### src/rtl/muldiv_pkg.sv
// -----------------------------------------------------------------------------
// muldiv_pkg
// Shared definitions for the iterative multiply/divide unit.
//   MULDIV_WIDTH : default operand / result-half width
//   OP_MUL/OP_DIV: encoding of the op input
//   state_t, ST_*: FSM state encoding (IDLE, CALC, FIX, DONE)
// -----------------------------------------------------------------------------
package muldiv_pkg;

   localparam int unsigned MULDIV_WIDTH = 32;

   localparam logic OP_MUL = 1'b0;
   localparam logic OP_DIV = 1'b1;

   typedef logic [1:0] state_t;

   localparam state_t ST_IDLE = 2'd0;
   localparam state_t ST_CALC = 2'd1;
   localparam state_t ST_FIX  = 2'd2;
   localparam state_t ST_DONE = 2'd3;

endpackage : muldiv_pkg

### src/rtl/muldiv_unit_twos_abs.sv
// -----------------------------------------------------------------------------
// twos_abs
// Magnitude and sign of an N-bit value, plus its two's-complement negation.
//   val_i    : input value
//   signed_i : 1 = treat val_i as two's complement, 0 = unsigned
//   mag_o    : |val_i| when signed and negative, otherwise val_i
//   neg_o    : -val_i (unconditional two's-complement negation)
//   sign_o   : 1 when val_i is signed and negative
// -----------------------------------------------------------------------------
module twos_abs #(
   parameter int unsigned N = 32
) (
   input  logic [N-1:0] val_i,
   input  logic         signed_i,
   output logic [N-1:0] mag_o,
   output logic [N-1:0] neg_o,
   output logic         sign_o
);

   assign neg_o  = ~val_i + {{(N-1){1'b0}}, 1'b1};
   assign sign_o = signed_i & val_i[N-1];
   assign mag_o  = sign_o ? neg_o : val_i;

endmodule : twos_abs

### src/rtl/muldiv_unit.sv
// -----------------------------------------------------------------------------
// muldiv_unit
// Iterative signed/unsigned multiply (shift-add) and divide (restoring) unit
// for the execute stage. One result bit per cycle, then one cycle of sign
// correction, then a one-cycle done / HI-LO write strobe.
//   clk_i       : clock
//   rst_i       : synchronous active-high reset
//   start_i     : request an operation (sampled in IDLE only)
//   op_i        : 0 = multiply, 1 = divide
//   is_signed_i : 1 = two's-complement operands
//   a_i, b_i    : multiplicand/dividend, multiplier/divisor
//   flush_i     : abandon in-flight operation, hi/lo untouched
//   busy_o      : operation in flight
//   stall_o     : pipeline stall request (combinational)
//   done_o      : one-cycle result pulse
//   hilo_we_o   : HI/LO write enable (same as done_o)
//   hi_o, lo_o  : product high/low, or remainder/quotient
// -----------------------------------------------------------------------------
module muldiv_unit
   import muldiv_pkg::*;
#(
   parameter int unsigned WIDTH = MULDIV_WIDTH
) (
   input  logic             clk_i,
   input  logic             rst_i,
   input  logic             start_i,
   input  logic             op_i,
   input  logic             is_signed_i,
   input  logic [WIDTH-1:0] a_i,
   input  logic [WIDTH-1:0] b_i,
   input  logic             flush_i,
   output logic             busy_o,
   output logic             stall_o,
   output logic             done_o,
   output logic             hilo_we_o,
   output logic [WIDTH-1:0] hi_o,
   output logic [WIDTH-1:0] lo_o
);

   localparam int unsigned CNT_W = $clog2(WIDTH);

   state_t               state_q, state_d;
   logic [CNT_W-1:0]     cnt_q, cnt_d;
   logic                 op_q, op_d;
   logic                 sign_a_q, sign_a_d;
   logic                 sign_b_q, sign_b_d;
   logic                 dz_q, dz_d;
   logic [WIDTH-1:0]     a_raw_q, a_raw_d;
   logic [WIDTH-1:0]     opnd_q, opnd_d;
   logic [WIDTH-1:0]     rem_q, rem_d;
   logic [2*WIDTH-1:0]   acc_q, acc_d;
   logic [WIDTH-1:0]     hi_q, hi_d;
   logic [WIDTH-1:0]     lo_q, lo_d;

   logic [WIDTH-1:0]     mag_a_s, mag_b_s;
   logic                 sgn_a_s, sgn_b_s;
   logic [WIDTH-1:0]     neg_a_unused, neg_b_unused;
   logic [2*WIDTH-1:0]   fixw_in_s, fixw_neg_s, fixw_mag_unused;
   logic                 fixw_sign_unused;
   logic [WIDTH-1:0]     rem_neg_s, rem_mag_unused;
   logic                 rem_sign_unused;
   logic [WIDTH:0]       mul_sum_s;
   logic [WIDTH:0]       rem_sh_s;
   logic [WIDTH:0]       diff_s;
   logic                 flip_s;

   twos_abs #(.N(WIDTH)) u_abs_a (
      .val_i    (a_i),
      .signed_i (is_signed_i),
      .mag_o    (mag_a_s),
      .neg_o    (neg_a_unused),
      .sign_o   (sgn_a_s)
   );

   twos_abs #(.N(WIDTH)) u_abs_b (
      .val_i    (b_i),
      .signed_i (is_signed_i),
      .mag_o    (mag_b_s),
      .neg_o    (neg_b_unused),
      .sign_o   (sgn_b_s)
   );

   // Wide negation: full 2*WIDTH product, or zero-extended quotient.
   twos_abs #(.N(2*WIDTH)) u_neg_wide (
      .val_i    (fixw_in_s),
      .signed_i (1'b0),
      .mag_o    (fixw_mag_unused),
      .neg_o    (fixw_neg_s),
      .sign_o   (fixw_sign_unused)
   );

   twos_abs #(.N(WIDTH)) u_neg_rem (
      .val_i    (rem_q),
      .signed_i (1'b0),
      .mag_o    (rem_mag_unused),
      .neg_o    (rem_neg_s),
      .sign_o   (rem_sign_unused)
   );

   // Signs were captured already gated by is_signed, so flip is 0 in unsigned mode.
   assign flip_s    = sign_a_q ^ sign_b_q;
   assign fixw_in_s = (op_q == OP_DIV) ? {{WIDTH{1'b0}}, acc_q[WIDTH-1:0]} : acc_q;

   // Multiply step: add multiplicand into the upper half when the low bit is set.
   assign mul_sum_s = {1'b0, acc_q[2*WIDTH-1:WIDTH]}
                    + (acc_q[0] ? {1'b0, opnd_q} : {(WIDTH+1){1'b0}});

   // Divide step: shift next dividend bit into the (WIDTH+1)-bit partial remainder.
   assign rem_sh_s  = {rem_q, acc_q[WIDTH-1]};
   assign diff_s    = rem_sh_s - {1'b0, opnd_q};

   // Next-state and datapath update for the FSM.
   always_comb begin
      state_d  = state_q;
      cnt_d    = cnt_q;
      op_d     = op_q;
      sign_a_d = sign_a_q;
      sign_b_d = sign_b_q;
      dz_d     = dz_q;
      a_raw_d  = a_raw_q;
      opnd_d   = opnd_q;
      rem_d    = rem_q;
      acc_d    = acc_q;
      hi_d     = hi_q;
      lo_d     = lo_q;

      if (flush_i) begin
         state_d = ST_IDLE;
      end else begin
         case (state_q)
            ST_IDLE: begin
               if (start_i) begin
                  op_d     = op_i;
                  sign_a_d = sgn_a_s;
                  sign_b_d = sgn_b_s;
                  a_raw_d  = a_i;
                  cnt_d    = CNT_W'(WIDTH - 1);
                  rem_d    = {WIDTH{1'b0}};
                  dz_d     = (op_i == OP_DIV) && (b_i == {WIDTH{1'b0}});
                  if (op_i == OP_DIV) begin
                     acc_d  = {{WIDTH{1'b0}}, mag_a_s};
                     opnd_d = mag_b_s;
                  end else begin
                     acc_d  = {{WIDTH{1'b0}}, mag_b_s};
                     opnd_d = mag_a_s;
                  end
                  // Divide by zero skips the iterations entirely.
                  state_d = ((op_i == OP_DIV) && (b_i == {WIDTH{1'b0}})) ? ST_FIX : ST_CALC;
               end else begin
                  state_d = ST_IDLE;
               end
            end
            ST_CALC: begin
               if (op_q == OP_DIV) begin
                  // Restoring: keep the difference only if it did not go negative.
                  if (!diff_s[WIDTH]) begin
                     rem_d = diff_s[WIDTH-1:0];
                     acc_d = {acc_q[2*WIDTH-1:WIDTH], acc_q[WIDTH-2:0], 1'b1};
                  end else begin
                     rem_d = rem_sh_s[WIDTH-1:0];
                     acc_d = {acc_q[2*WIDTH-1:WIDTH], acc_q[WIDTH-2:0], 1'b0};
                  end
               end else begin
                  acc_d = {mul_sum_s, acc_q[WIDTH-1:1]};
               end
               if (cnt_q == {CNT_W{1'b0}}) begin
                  state_d = ST_FIX;
               end else begin
                  cnt_d = cnt_q - {{(CNT_W-1){1'b0}}, 1'b1};
               end
            end
            ST_FIX: begin
               state_d = ST_DONE;
               if (dz_q) begin
                  hi_d = a_raw_q;
                  lo_d = {WIDTH{1'b1}};
               end else if (op_q == OP_DIV) begin
                  lo_d = flip_s   ? fixw_neg_s[WIDTH-1:0] : acc_q[WIDTH-1:0];
                  hi_d = sign_a_q ? rem_neg_s : rem_q;
               end else begin
                  {hi_d, lo_d} = flip_s ? fixw_neg_s : acc_q;
               end
            end
            ST_DONE: begin
               state_d = ST_IDLE;
            end
            default: begin
               state_d = ST_IDLE;
            end
         endcase
      end
   end

   // State and datapath registers with synchronous reset.
   always_ff @(posedge clk_i) begin
      if (rst_i) begin
         state_q  <= ST_IDLE;
         cnt_q    <= {CNT_W{1'b0}};
         op_q     <= OP_MUL;
         sign_a_q <= 1'b0;
         sign_b_q <= 1'b0;
         dz_q     <= 1'b0;
         a_raw_q  <= {WIDTH{1'b0}};
         opnd_q   <= {WIDTH{1'b0}};
         rem_q    <= {WIDTH{1'b0}};
         acc_q    <= {(2*WIDTH){1'b0}};
         hi_q     <= {WIDTH{1'b0}};
         lo_q     <= {WIDTH{1'b0}};
      end else begin
         state_q  <= state_d;
         cnt_q    <= cnt_d;
         op_q     <= op_d;
         sign_a_q <= sign_a_d;
         sign_b_q <= sign_b_d;
         dz_q     <= dz_d;
         a_raw_q  <= a_raw_d;
         opnd_q   <= opnd_d;
         rem_q    <= rem_d;
         acc_q    <= acc_d;
         hi_q     <= hi_d;
         lo_q     <= lo_d;
      end
   end

   assign busy_o    = (state_q != ST_IDLE);
   assign done_o    = (state_q == ST_DONE);
   assign hilo_we_o = done_o;
   assign stall_o   = (start_i & (state_q == ST_IDLE) & ~flush_i) | (busy_o & ~done_o);
   assign hi_o      = hi_q;
   assign lo_o      = lo_q;

endmodule : muldiv_unit

### config.mk
export PLATFORM = sky130hd
export DESIGN_NAME = muldiv_unit
export DESIGN_NICKNAME = d
export VERILOG_FILES = /design/src/rtl/muldiv_pkg.sv /design/src/rtl/muldiv_unit_twos_abs.sv /design/src/rtl/muldiv_unit.sv
export SDC_FILE = /design/constraint.sdc
export NUM_CORES = 1
export LEC_CHECK = 0
export CAP_MARGIN = 20
export CORE_ASPECT_RATIO = 0.9
export CORE_MARGIN = 5
export CORE_UTILIZATION = 40
export CTS_BUF_LIST = sky130_fd_sc_hd__clkbuf_4 sky130_fd_sc_hd__clkbuf_8 sky130_fd_sc_hd__clkbuf_16
export CTS_CLUSTER_SIZE = 25
export DETAILED_ROUTE_END_ITERATION = 6
export PLACE_DENSITY = 0.65
export SETUP_SLACK_MARGIN = 0.02
export SLEW_MARGIN = 25
export SYNTH_ARGS = -nofsm -noshare
export SYNTH_HDL_FRONTEND = slang
export SYNTH_SLANG_ARGS = --single-unit
### constraint.sdc
create_clock -name clk_i -period 4.28 [get_ports clk_i]
set_input_delay 0.428 -clock clk_i [delete_from_list [all_inputs] [get_ports clk_i]]
set_output_delay 0.428 -clock clk_i [all_outputs]
set_load 0.05 [all_outputs]
* Word level (Yosys, flattened, before mapping) *
Cells that the tools add are included.

word-level totals
  register bits = 235

cells by class
  bitwise operators = 13
  multiplexer cells = 28
  reductions and logical operators = 13
  equality and inequality tests = 8
  add/subtract/negate cells = 7

operators with widths
  cell                                              count
  two-way mux 32 bit                                14
  two-way mux 64 bit                                4
  one-hot mux 64 bit (2 select lines)               1
  adder 32 x 1 -> 32 bit, second input constant     3
  inverter 32 bit                                   3
  adder 64 x 1 -> 64 bit, second input constant     1
  inverter 64 bit                                   1
  one-hot mux 32 bit (2 select lines)               1
  adder 32 x 32 -> 33 bit                           1
  subtractor 33 x 32 -> 33 bit                      1
  logical NOT 32 bit                                1
  AND reduction 4 bit                               3
  two-way mux 5 bit                                 2
  != test 2 bit, second input constant              5
  one-hot mux 5 bit (2 select lines)                1
  one-hot mux 2 bit (4 select lines)                1
  two-way mux 2 bit                                 3
  AND reduction 3 bit                               2
  bitwise AND 1 bit                                 5
  logical NOT 5 bit                                 1
  subtractor 5 x 1 -> 5 bit, second input constant  1
  == test 2 bit, second input constant              2
  nonzero test 2 bit                                2
  == test 2 x 1 -> 1 bit, second input constant     1
  other kinds (8)                                   9

* Logic depth before layout (Yosys ltp) *
Gate-level depths: netlist of the first run.

  word-level depth = 6
  mapped depth = 13
  gate-level depth less buffers = 12

* Modules after synthesis *
A second synthesis of the first run with hierarchy kept.

second synthesis, totals
  cells, all modules = 2816
  area, all modules = 21169.1 um^2

by module, submodules not included
  module                  cells each  times used  area an instance (um^2)
  muldiv_unit             1918        1           15114.5
  twos_abs (u_abs_a ...)  179         3           1223.7
  twos_abs (u_neg_wide)   361         1           2383.5

* Least setup slack after synthesis of the first run *
No wires, ideal clock.

  kind = register -> register
  start = register acc_q[31]
  end = register rem_q[25]
  clock period less this slack = 3.115 ns
  data required time = 4.206 ns
  library setup time = 0.074 ns
  path slack = 1.165 ns
  cell stages (with the launch flop) = 13
  arrival time = 3.040 ns
  cells stage by stage = dfxtp_1 -> inv_1 -> ha_1 -> fa_1 -> nand2b_1 -> a21oi_1 -> o21bai_1 -> a2111oi_1 -> o41ai_2 -> xnor2_1 -> clkbuf_1 -> o311ai_0 -> o21ai_0

on the way
  cells in the longest elaborated chain, start to end = 4

RTL lines
  item                                 RTL line            RTL
  start: declaration                   muldiv_unit.sv:51   logic [2*WIDTH-1:0] acc_q, acc_d;
  start signal: assignment             muldiv_unit.sv:206  acc_q <= {(2*WIDTH){1'b0}};
  subtractor 33 x 32 -> 33 bit         muldiv_unit.sv:110  assign diff_s = rem_sh_s - {1'b0, opnd_q};
  two-way mux 32 bit                   muldiv_unit.sv:156  if (!diff_s[WIDTH]) begin
  two-way mux 32 bit                   muldiv_unit.sv:154  if (op_q == OP_DIV) begin
  one-hot mux 32 bit (2 select lines)  muldiv_unit.sv:130  case (state_q)
  end signal: assignment               muldiv_unit.sv:205  rem_q <= {WIDTH{1'b0}};
  end signal: assignment               muldiv_unit.sv:218  rem_q <= rem_d;
  end: declaration                     muldiv_unit.sv:50   logic [WIDTH-1:0] rem_q, rem_d;

No other way between the ends. The select of a mux whose other input is x is not followed.
A chain may end at the register's enable or synchronous reset.

* Worst setup path in the final report of the first run *
  start = register acc_q[31]
  end = register acc_q[0]

on the way
  cells in the longest elaborated chain, start to end = 4

RTL lines
  item                                 RTL line
  subtractor 33 x 32 -> 33 bit         muldiv_unit.sv:110
  two-way mux 1 bit                    muldiv_unit.sv:156
  two-way mux 64 bit                   muldiv_unit.sv:154
  one-hot mux 64 bit (2 select lines)  muldiv_unit.sv:130

No other way between the ends. The select of a mux whose other input is x is not followed.

==> run_results.csv, run 1 <==
group,metric,value,unit
status,outcome,"finished, final reports clean",
detailed_routing,drt-pass1-iter-count,7,
global_route,busiest_layer,"met1",
cts,clk_pin_slew,0.06,ns
global_route,grt_util_all_layers,26.82,%
global_route,grt_pass1_vias,16990,
cts,cts_sinks,235,
global_route,met2_usage,39.37,%
cts,cts_buffers,28,
critical_path,worstSetupPathType,"flip-flop to flip-flop",
floorplanning,die_width,230.7,µm
sta,skew,0.01304,ns
cts,cts_resized,0,
yosys,async_flop_share,0,%
yosys,synthDistinctLibCells,88,
detailed_routing,drt_wl_total,67700,µm
placement,gp_congestion,0.9869,
sta,fmax,254.9,MHz
detailed_routing,drc_errors,0,
flow_run,timing.max_cap.violations,0,
critical_path,arrival,4.39,ns
global_route,grt_pass1_wl,103500,µm
cts,clockBufferDepth,3,
placement,io_buffers,137,
floorplanning,boundaryPins,138,
sta,rsz0062_at_grt,"false",
floorplanning,initial_core_util,40.63,%
yosys,yosysWarnings,0,
placement,hpwl,51650,µm
final_layout,layout_common_cells,"nand2_1 (293), a21oi_1 (268), dfxtp_1 (234)",
cts,ctsHtreeMaxLevel,1,
sta,maxSlewViolCount,0,
yosys,synth_top_flop_cell,"dfxtp_1",
yosys,synth_top_area_share,26.84,%
final_layout,area_growth,16.14,%
pwr,leakagePower,7.723,nW
final_layout,postLayoutCellArea,20360,µm²
critical_path,cp-start-kind,"flip-flop",
final_layout,nNetsFinal,2580,
yosys,synth-seq-cells,235,
min_path,holdCritPathClass,"input pin to flip-flop",
floorplanning,coreArea,43150,µm²
sta,timing.final.crit_share,91.65,%
yosys,netlist_area,17530,µm²
yosys,synth.avg_cell_area,7.344,µm²
final_layout,layout_commonest_cell,"nand2_1",
sta,worstMarginPinSlew,1.018,ns
cts,post_cts_buffers,0,
detailed_routing,ant_nets,0,
detailed_routing,vias,18670,
global_route,antenna_found_initial,3,
final_layout,drive_above_1_share,6.357,%
pwr,vdd_drop_max,0.2522,mV
detailed_routing,viasPerCell,6.203,
cts,clock_latency,0.56,ns
critical_path,required,4.74,ns
detailed_routing,drtIter0Drc,2392,
sta,relSlewSlack,32.01,%
floorplanning,die_height,208.6,µm
detailed_routing,wl_per_cell,22.49,µm
yosys,synth.net_count,2533,
placement,place_area,19350,µm²
global_route,grt_max_degree,89,
placement,dp_cells,2959,
yosys,synth_area_leaders,"dfxtp_1 (27%), a21oi_1 (7.7%), nand2_1 (6.3%)",
global_route,grt_overflow_total,0,
sta,setup_violations,0,
sta,whs,0.3979,ns
pwr,finalPower,6.328,mW
cts,cts_tree,"done",
global_route,use_met3,5.456,%
critical_path,cp_max_fo,9,
yosys,yosysTopAreaCell,"dfxtp_1",
cts,ctsHoldBuffers,0,
sta,final_hold_viol_count,0,
critical_path,end_kind,"flip-flop",
final_layout,stdcell_count,3010,
yosys,seq_area_frac_synth,26.84,%
cts,root_buffer,"clkbuf_16",
pwr,power_density,310.8,nW/µm²
sta,layout_min_cycle_time,3.923,ns
floorplanning,die_area,48120,µm²
yosys,syn_inst,2387,
floorplanning,row_count,72,
sta,fin_setup_tns,0,ns
global_route,grt_use_met1,40.04,%
yosys,synth_edf_count,0,
==> worst max-delay path, stage by stage (launching register included) <==
cell	delay, ns
dfxtp_1	0.47
inv_1	0.17
ha_1	0.25
fa_1	0.38
nand2b_1	0.20
a21oi_1	0.32
o21bai_1	0.21
a2111oi_1	0.64
o41ai_2	0.19
xnor2_1	0.38
buf_4	0.27
mux2i_1	0.09
a311oi_1	0.27
==> path summary, 6_finish.rpt <==
check / startpoint / endpoint / slack [ns] / cells after the start
worst min register to register: opnd_q[16] / opnd_q[16] / 0.45 / 2
worst min-delay path: rst_i / acc_q[34] / 0.40 / 2
worst max-delay path: acc_q[31] / acc_q[0] / 0.36 / 12
worst max register to register: acc_q[31] / acc_q[0] / 0.36 / 12
==> registers in the layout (all words and copies together), names as in the netlist <==
signal / cells
acc_q: 64
a_raw_q: 32
opnd_q: 32
cnt_q: 5
lo_o: 32
hi_o: 32
sign_a_q: 1
sign_b_q: 1
dz_q: 1
rem_q: 32
op_q: 1
state_q: 2
==> cell type report <==
type	count	area [µm²]
Multi-Input combinational cell	1916	11990
Fill cell	4292	22790
Clock buffer	38	830.8
Timing Repair Buffer	174	1667
Sequential cell	235	4708
Tap cell	555	694.4
Antenna cell	1	2.502
Inverter	79	296.5
Clock inverter	12	172.7
==> report_power, final <==
part	switching (mW)	internal [mW]	total [mW]
sequential	0.0911	2.27	2.36
combinational	0.890	0.478	1.37
clock	1.01	1.59	2.60
total	1.99	4.34	6.33
==> synthesized netlist by cell type, drive strengths merged, types with 23 or more instances <==
library cell and number:
nand2 293, and3 28, mux2i 35, dfxtp 235
o211ai 31, a31oi 32, nor4 31, o31ai 32
nor2 208, nor3 79, xor2 86, nand3 63
a211oi 48, o21ai 168, o311ai 23, xnor2 106
clkbuf 137, a21o 29, ha 74, a21oi 271
inv 77
==> metrics by stage <==
step | utilization (%) | setup slack (ns)
CTS | 47.18 | 0.4141
detailed placement | 44.85 | 0.4406
floorplan | - | 1.165
finish | 47.18 | 0.3573
global placement | 44.85 | 0.5963
global route | 47.18 | 0.03420
==> cells by family (layout without fill, tap and decap cells) <==
logic type / Yosys count / count (layout) / share of synthesized area, %
AND/OR/NAND/NOR: 824 / 824 / 22.06
AO/OA/AOI/OAI: 768 / 768 / 27.50
buffers and inverters: 236 / 303 / 5.153
flip-flops: 235 / 235 / 26.84
XOR/XNOR: 192 / 192 / 9.592
adder cells (fa/ha/maj): 76 / 76 / 5.510
multiplexers: 56 / 56 / 3.347
other: 0 / 1 / 0
==> layer usage <==
| metal | vias up | wire length [µm] |
|---|---|---|
| met2 | 929 | 28200 |
| met5 | - | 20 |
| met4 | 2 | 2095 |
| met1 | 8853 | 30640 |
| li1 | 8777 | - |
| met3 | 110 | 6743 |
Power figures use the tool's default switching activity.
==> run 2, diff against run 1 <==
--- a/config.mk
+++ b/config.mk
@@ -6,13 +6,15 @@
 export NUM_CORES = 1
 export LEC_CHECK = 0
 export CAP_MARGIN = 20
+export CELL_PAD_IN_SITES_DETAIL_PLACEMENT = 0
+export CELL_PAD_IN_SITES_GLOBAL_PLACEMENT = 1
 export CORE_ASPECT_RATIO = 0.9
 export CORE_MARGIN = 5
 export CORE_UTILIZATION = 40
 export CTS_BUF_LIST = sky130_fd_sc_hd__clkbuf_4 sky130_fd_sc_hd__clkbuf_8 sky130_fd_sc_hd__clkbuf_16
-export CTS_CLUSTER_SIZE = 25
+export CTS_CLUSTER_SIZE = 28
 export DETAILED_ROUTE_END_ITERATION = 6
-export PLACE_DENSITY = 0.65
+export PLACE_DENSITY = 0.82
 export SETUP_SLACK_MARGIN = 0.02
 export SLEW_MARGIN = 25
 export SYNTH_ARGS = -nofsm -noshare
==> run 2 against run 1 <==
  * Cell area increased by 0.23%
  * Core utilization increased by 0.11 points
  * Final cell count increased by 0.17%
  * Hold slack got worse by 0.041 ns
  * Setup slack gained 0.25 ns
  * Fmax rose by 6.8%
  * Register-to-register slack gained 0.25 ns
  * First-iteration DRC count down 9.6%
  * Critical endpoint unchanged
  * Highest routed layer unchanged
==> run_results.csv, run 2 (same netlist as run 1, synthesis figures left out) <==
group,metric,value,unit
status,outcome,"finished, final reports clean",
sta,rsz0062_at_grt,"false",
sta,layout_min_cycle_time,3.674,ns
floorplanning,boundaryPins,138,
floorplanning,initial_core_util,40.63,%
detailed_routing,drc_errors,0,
final_layout,regMostFlops,"acc_q",
final_layout,stdcell_count,3015,
floorplanning,die_width,230.7,µm
sta,relSlewSlack,30.83,%
cts,cts_buffers,27,
min_path,holdCritPathClass,"input pin to flip-flop",
detailed_routing,drtIter0Drc,2163,
placement,pre_cts_ws,0.7089,ns
final_layout,postLayoutCellArea,20410,µm²
detailed_routing,ant_nets,0,
placement,hpwl,53900,µm
final_layout,drive_above_1_share,6.626,%
critical_path,required,4.77,ns
cts,clock_latency,0.59,ns
sta,whs,0.3567,ns
final_layout,layout_commonest_cell,"nand2_1",
sta,worstMarginPinSlew,1.038,ns
critical_path,worstSetupPathType,"flip-flop to flip-flop",
sta,timing.final.crit_share,85.83,%
detailed_routing,met2_length,29300,µm
detailed_routing,vias,18680,
pwr,p_int,4.384,mW
global_route,grt_max_degree,71,
cts,clk_pin_slew,0.06,ns
pwr,finalPower,6.420,mW
global_route,grt_pass1_wl,105100,µm
sta,setup_violations,0,
cts,ctsHoldBuffers,0,
final_layout,area_growth,16.41,%
floorplanning,die_height,208.6,µm
detailed_routing,drt_wl_total,70280,µm
placement,gp_congestion,0.9841,
pwr,vdd_drop_max,0.2925,mV
final_layout,largest_register_ffs,64,
critical_path,arrival,4.17,ns
detailed_routing,wl_met1,32320,µm
cts,cts_resized,0,
min_path,hold_start,"rst_i",
global_route,grt_pass1_vias,17100,
final_layout,num-fill-cells,4325,
sta,skew,0.02749,ns
global_route,antenna_found_initial,1,
cts,clockBufferDepth,3,
detailed_routing,highest_layer,"met5",
critical_path,critPathLaunch,"acc_q[31]",
pwr,seqPwrFrac,36.6,%
pwr,power_density,314.6,nW/µm²
final_layout,diodes,0,
global_route,grt_overflow_total,0,
detailed_routing,drt-pass1-iter-count,6,
detailed_routing,viasPerCell,6.197,
critical_path,cp-start-kind,"flip-flop",
pwr,p_clk_share,41.9,%
floorplanning,die_area,48120,µm²
sta,final_hold_viol_count,0,
cts,root_buffer,"clkbuf_16",
pwr,leakagePower,7.758,nW
global_route,grt_util_all_layers,27.59,%
pwr,combPwrFrac,21.5,%
critical_path,reg2regPathDepth,13,
pwr,p_sw,2.037,mW
cts,ctsHtreeMaxLevel,1,
cts,cts_sinks,235,
sta,fmax,272.2,MHz
cts,post_cts_buffers,0,
final_layout,nNetsFinal,2585,
detailed_routing,met3_length,6886,µm
floorplanning,coreArea,43150,µm²
flow_run,timing.max_cap.violations,0,
detailed_routing,wl_per_cell,23.31,µm
floorplanning,row_count,72,
final_layout,layout_common_cells,"nand2_1 (293), a21oi_1 (268), dfxtp_1 (234)",
critical_path,cp_max_fo,11,
placement,place_area,19390,µm²
final_layout,fin_util,47.29,%
sta,finalWorstSetupSlack,0.6063,ns
pwr,sw_frac_of_total,31.72,%
sta,maxSlewViolCount,0,
critical_path,end_kind,"flip-flop",
critical_path,r2r_start,"acc_q[31]",
sta,fin_setup_tns,0,ns
placement,io_buffers,137,
min_path,hold_depth,2,
cts,cts_tree,"done",
placement,dp_cells,2965,
## run 2: cell count changes in the layout (fill, tap and decap cells not counted)
cell / previous run / this run
buf_12: 2 / 1
buf_4: 36 / 43
bufinv_16: 4 / 6
clkbuf_16: 29 / 27
clkbuf_4: 3 / 4
clkbuf_8: 6 / 5
clkinv_2: 4 / 5
clkinv_4: 2 / 0
diode_2: 1 / 0
inv_16: 0 / 1
nor4_1: 26 / 25
nor4_2: 4 / 5
## run 2: final cells by class
class / count / area (µm²) / area share (%)
clock buffer: 36 / 774.5 / 3.795
tap: 555 / 694.4 / 3.403
multi-input combinational: 1916 / 11990 / 58.77
inverter: 79 / 296.5 / 1.453
sequential: 235 / 4708 / 23.07
clock inverter: 14 / 240.2 / 1.177
timing repair buffer: 180 / 1699 / 8.326
## run 2: critical path, stage by stage (launching register included)
cell and delay (ns):
dfxtp_1 0.48, inv_1 0.14, ha_1 0.24, fa_1 0.38
nand2b_1 0.20, a21oi_1 0.15, buf_4 0.16, o21bai_1 0.16
a2111oi_1 0.58, o41ai_2 0.17, xnor2_1 0.25, buf_4 0.27
mux2i_1 0.10, a311oi_1 0.29
## run 2: metal layers
layer  track usage, %  vias up
met5                0        -
met4            6.332        2
met3            7.098       88
met2            40.29      814
met1            40.81     9003
li1                 -     8777
## run 2: power by group through the flow
stage / clock network [mW] / registers, mW / logic (mW)
final: 2.69 / 2.35 / 1.38
after global routing: 2.79 / 2.36 / 1.48
after CTS: 2.71 / 2.35 / 1.35
after detailed placement: 0 / 2.40 / 1.34
after global placement: 0 / 2.39 / 1.33
after floorplan: 0 / 2.39 / 0.842
## run 2: path summary, 6_finish.rpt
check,end,slack [ns]
min,acc_q[34],0.36
min reg2reg,opnd_q[15],0.45
max reg2reg,acc_q[0],0.61
max,acc_q[0],0.61
==> run 3, diff against run 2 <==
==> constraint.sdc (replaced) <==
create_clock -name clk_i -period 4.65 [get_ports clk_i]
set_input_delay 0.465 -clock clk_i [delete_from_list [all_inputs] [get_ports clk_i]]
set_output_delay 0.465 -clock clk_i [all_outputs]
set_load 0.05 [all_outputs]
==> run 3 against run 2 <==
  * Global-route usage increased by 0.28 points
  * Routed wire length increased by 0.40%
  * Sequential power decreased by 8%
  * Core utilization decreased by 0.18 points
  * Critical endpoint is now rem_q[1]
==> run_results.csv, run 3 (same netlist as run 1, synthesis figures left out) <==
group,metric,value,unit
cts,post_cts_buffers,0,
detailed_routing,drt_wl_total,70560,µm
cts,clk_pin_slew,0.06,ns
placement,gp_congestion,0.9753,
final_layout,seq_area,4708,µm²
final_layout,layout_common_cells,"nand2_1 (293), a21oi_1 (268), dfxtp_1 (234)",
critical_path,cp-start-kind,"flip-flop",
placement,hpwl,53470,µm
cts,clockBufferDepth,3,
sta,rsz0062_at_grt,"false",
sta,final_hold_viol_count,0,
pwr,combPwrFrac,21.7,%
pwr,p_sw,1.867,mW
placement,io_buffers,137,
final_layout,largest_register_ffs,64,
floorplanning,initial_core_util,40.63,%
global_route,grt_pass1_vias,17150,
detailed_routing,drt-pass1-iter-count,6,
cts,cts_sinks,235,
pwr,leakagePower,7.720,nW
final_layout,drive_above_1_share,6.398,%
cts,cts_buffers,28,
min_path,holdCritPathClass,"input pin to flip-flop",
sta,fmax,270.2,MHz
critical_path,cp_max_fo,27,
status,outcome,"finished, final reports clean",
sta,worstMarginPinSlew,0.9767,ns
critical_path,arrival,4.17,ns
sta,timing.final.crit_share,79.59,%
detailed_routing,wl_per_cell,23.44,µm
cts,root_buffer,"clkbuf_16",
pwr,finalPower,5.850,mW
cts,ctsHtreeMaxLevel,1,
critical_path,cpMaxStageDelayCell,"a2111oi_1",
floorplanning,row_count,72,
global_route,grt_pass1_wl,106500,µm
global_route,grt_overflow_total,0,
critical_path,critical_path.top_delay_family,"compound AO/OA/AOI/OAI gates",
floorplanning,boundaryPins,138,
critical_path,cpPeakStageDelay,0.59,ns
pwr,vdd_drop_max,0.2676,mV
global_route,grt_util_all_layers,27.87,%
final_layout,regMostFlops,"acc_q",
detailed_routing,ant_nets,0,
cts,clock_latency,0.58,ns
final_layout,multi_input_area,11990,µm²
critical_path,critical_path_buf_inv_count,2,
final_layout,stdcell_count,3010,
flow_run,timing.max_cap.violations,0,
sta,relSlewSlack,34.74,%
floorplanning,coreArea,43150,µm²
pwr,seqPwrFrac,37.0,%
sta,setup_violations,0,
floorplanning,die_width,230.7,µm
cts,cts_tree,"done",
global_route,grt_max_degree,71,
critical_path,required,5.12,ns
critical_path,end_kind,"flip-flop",
final_layout,nNetsFinal,2581,
sta,fin_setup_tns,0,ns
sta,skew,0.01711,ns
detailed_routing,viasPerCell,6.255,
cts,cts_resized,0,
floorplanning,die_height,208.6,µm
detailed_routing,drc_errors,0,
pwr,p_clk_share,41.3,%
placement,dp_cells,2960,
final_layout,num-fill-cells,4309,
pwr,sw_frac_of_total,31.91,%
sta,layout_min_cycle_time,3.701,ns
global_route,antenna_found_initial,3,
cts,ctsHoldBuffers,0,
sta,maxSlewViolCount,0,
final_layout,area_growth,15.97,%
floorplanning,die_area,48120,µm²
detailed_routing,vias,18830,
final_layout,layout_commonest_cell,"nand2_1",
critical_path,worstPathCellList,"inv_1, ha_1, fa_1, nand2b_1, a21oi_1, o21bai_1, a2111oi_1, o41ai_2, xor2_2, buf_4, nand2_1, a32o_1",
pwr,p_int,3.983,mW
detailed_routing,drtIter0Drc,2504,
critical_path,worstSetupPathType,"flip-flop to flip-flop",
pwr,power_density,287.8,nW/µm²
==> run 3: cell count changes in the layout (fill, tap and decap cells not counted) <==
cell and delta:
inv_16 -1, clkbuf_16 +2, buf_12 -1, clkbuf_4 +1, clkinvlp_4 -2, buf_4 -4, clkinv_4 +1, bufinv_16 -2
diode_2 +1
==> run 3: final cells by class <==
type,instances,share of cell area (%)
inverter,79,1.459
clock buffer,39,4.093
tap,555,3.416
sequential,235,23.16
multi-input combinational,1916,58.99
antenna,1,0.01231
clock inverter,10,0.7570
timing repair buffer,175,8.111
==> run 3: routing by layer <==
layer  wire (µm)  part of all wire, %  global-route usage [%]  vias up
met1       32290                   46                   41.73     8993
met5           7               0.0099                       0        -
met2       29320                   42                   40.65      951
met3        7206                   10                   6.528       97
met4        1733                  2.5                   6.230        2
li1            -                    -                       -     8784
==> run 3: worst paths after layout <==
| path | start | to | slack (ns) | depth (start not counted) |
|---|---|---|---|---|
| setup / recovery | acc_q[31] | rem_q[1] | 0.95 | 12 |
| hold / removal | rst_i | acc_q[35] | 0.43 | 2 |
| setup reg to reg | acc_q[31] | rem_q[1] | 0.95 | 12 |
| hold reg to reg | opnd_q[4] | opnd_q[4] | 0.45 | 2 |
==> run 3: power by group through the flow <==
stage / clock, mW / combinational (mW) / sequential, mW
2_1_floorplan: 0 / 0.775 / 2.20
3_3_place_gp: 0 / 1.22 / 2.20
3_5_place_dp: 0 / 1.23 / 2.20
4_1_cts: 2.43 / 1.24 / 2.16
5_1_grt: 2.51 / 1.36 / 2.17
6_report: 2.42 / 1.27 / 2.16
==> run 3: metrics by stage <==
step	worst slack [ns]	area [µm²]	hold WS (ns)	utilization, %
after floorplan	1.535	17530	0.4319	-
after global placement	1.078	19340	0.4440	44.82
after detailed placement	0.9444	19340	0.4442	44.82
after CTS	0.9694	20330	0.4312	47.11
after global routing	0.5969	20330	0.4613	47.11
final	0.9490	20330	0.4347	47.11
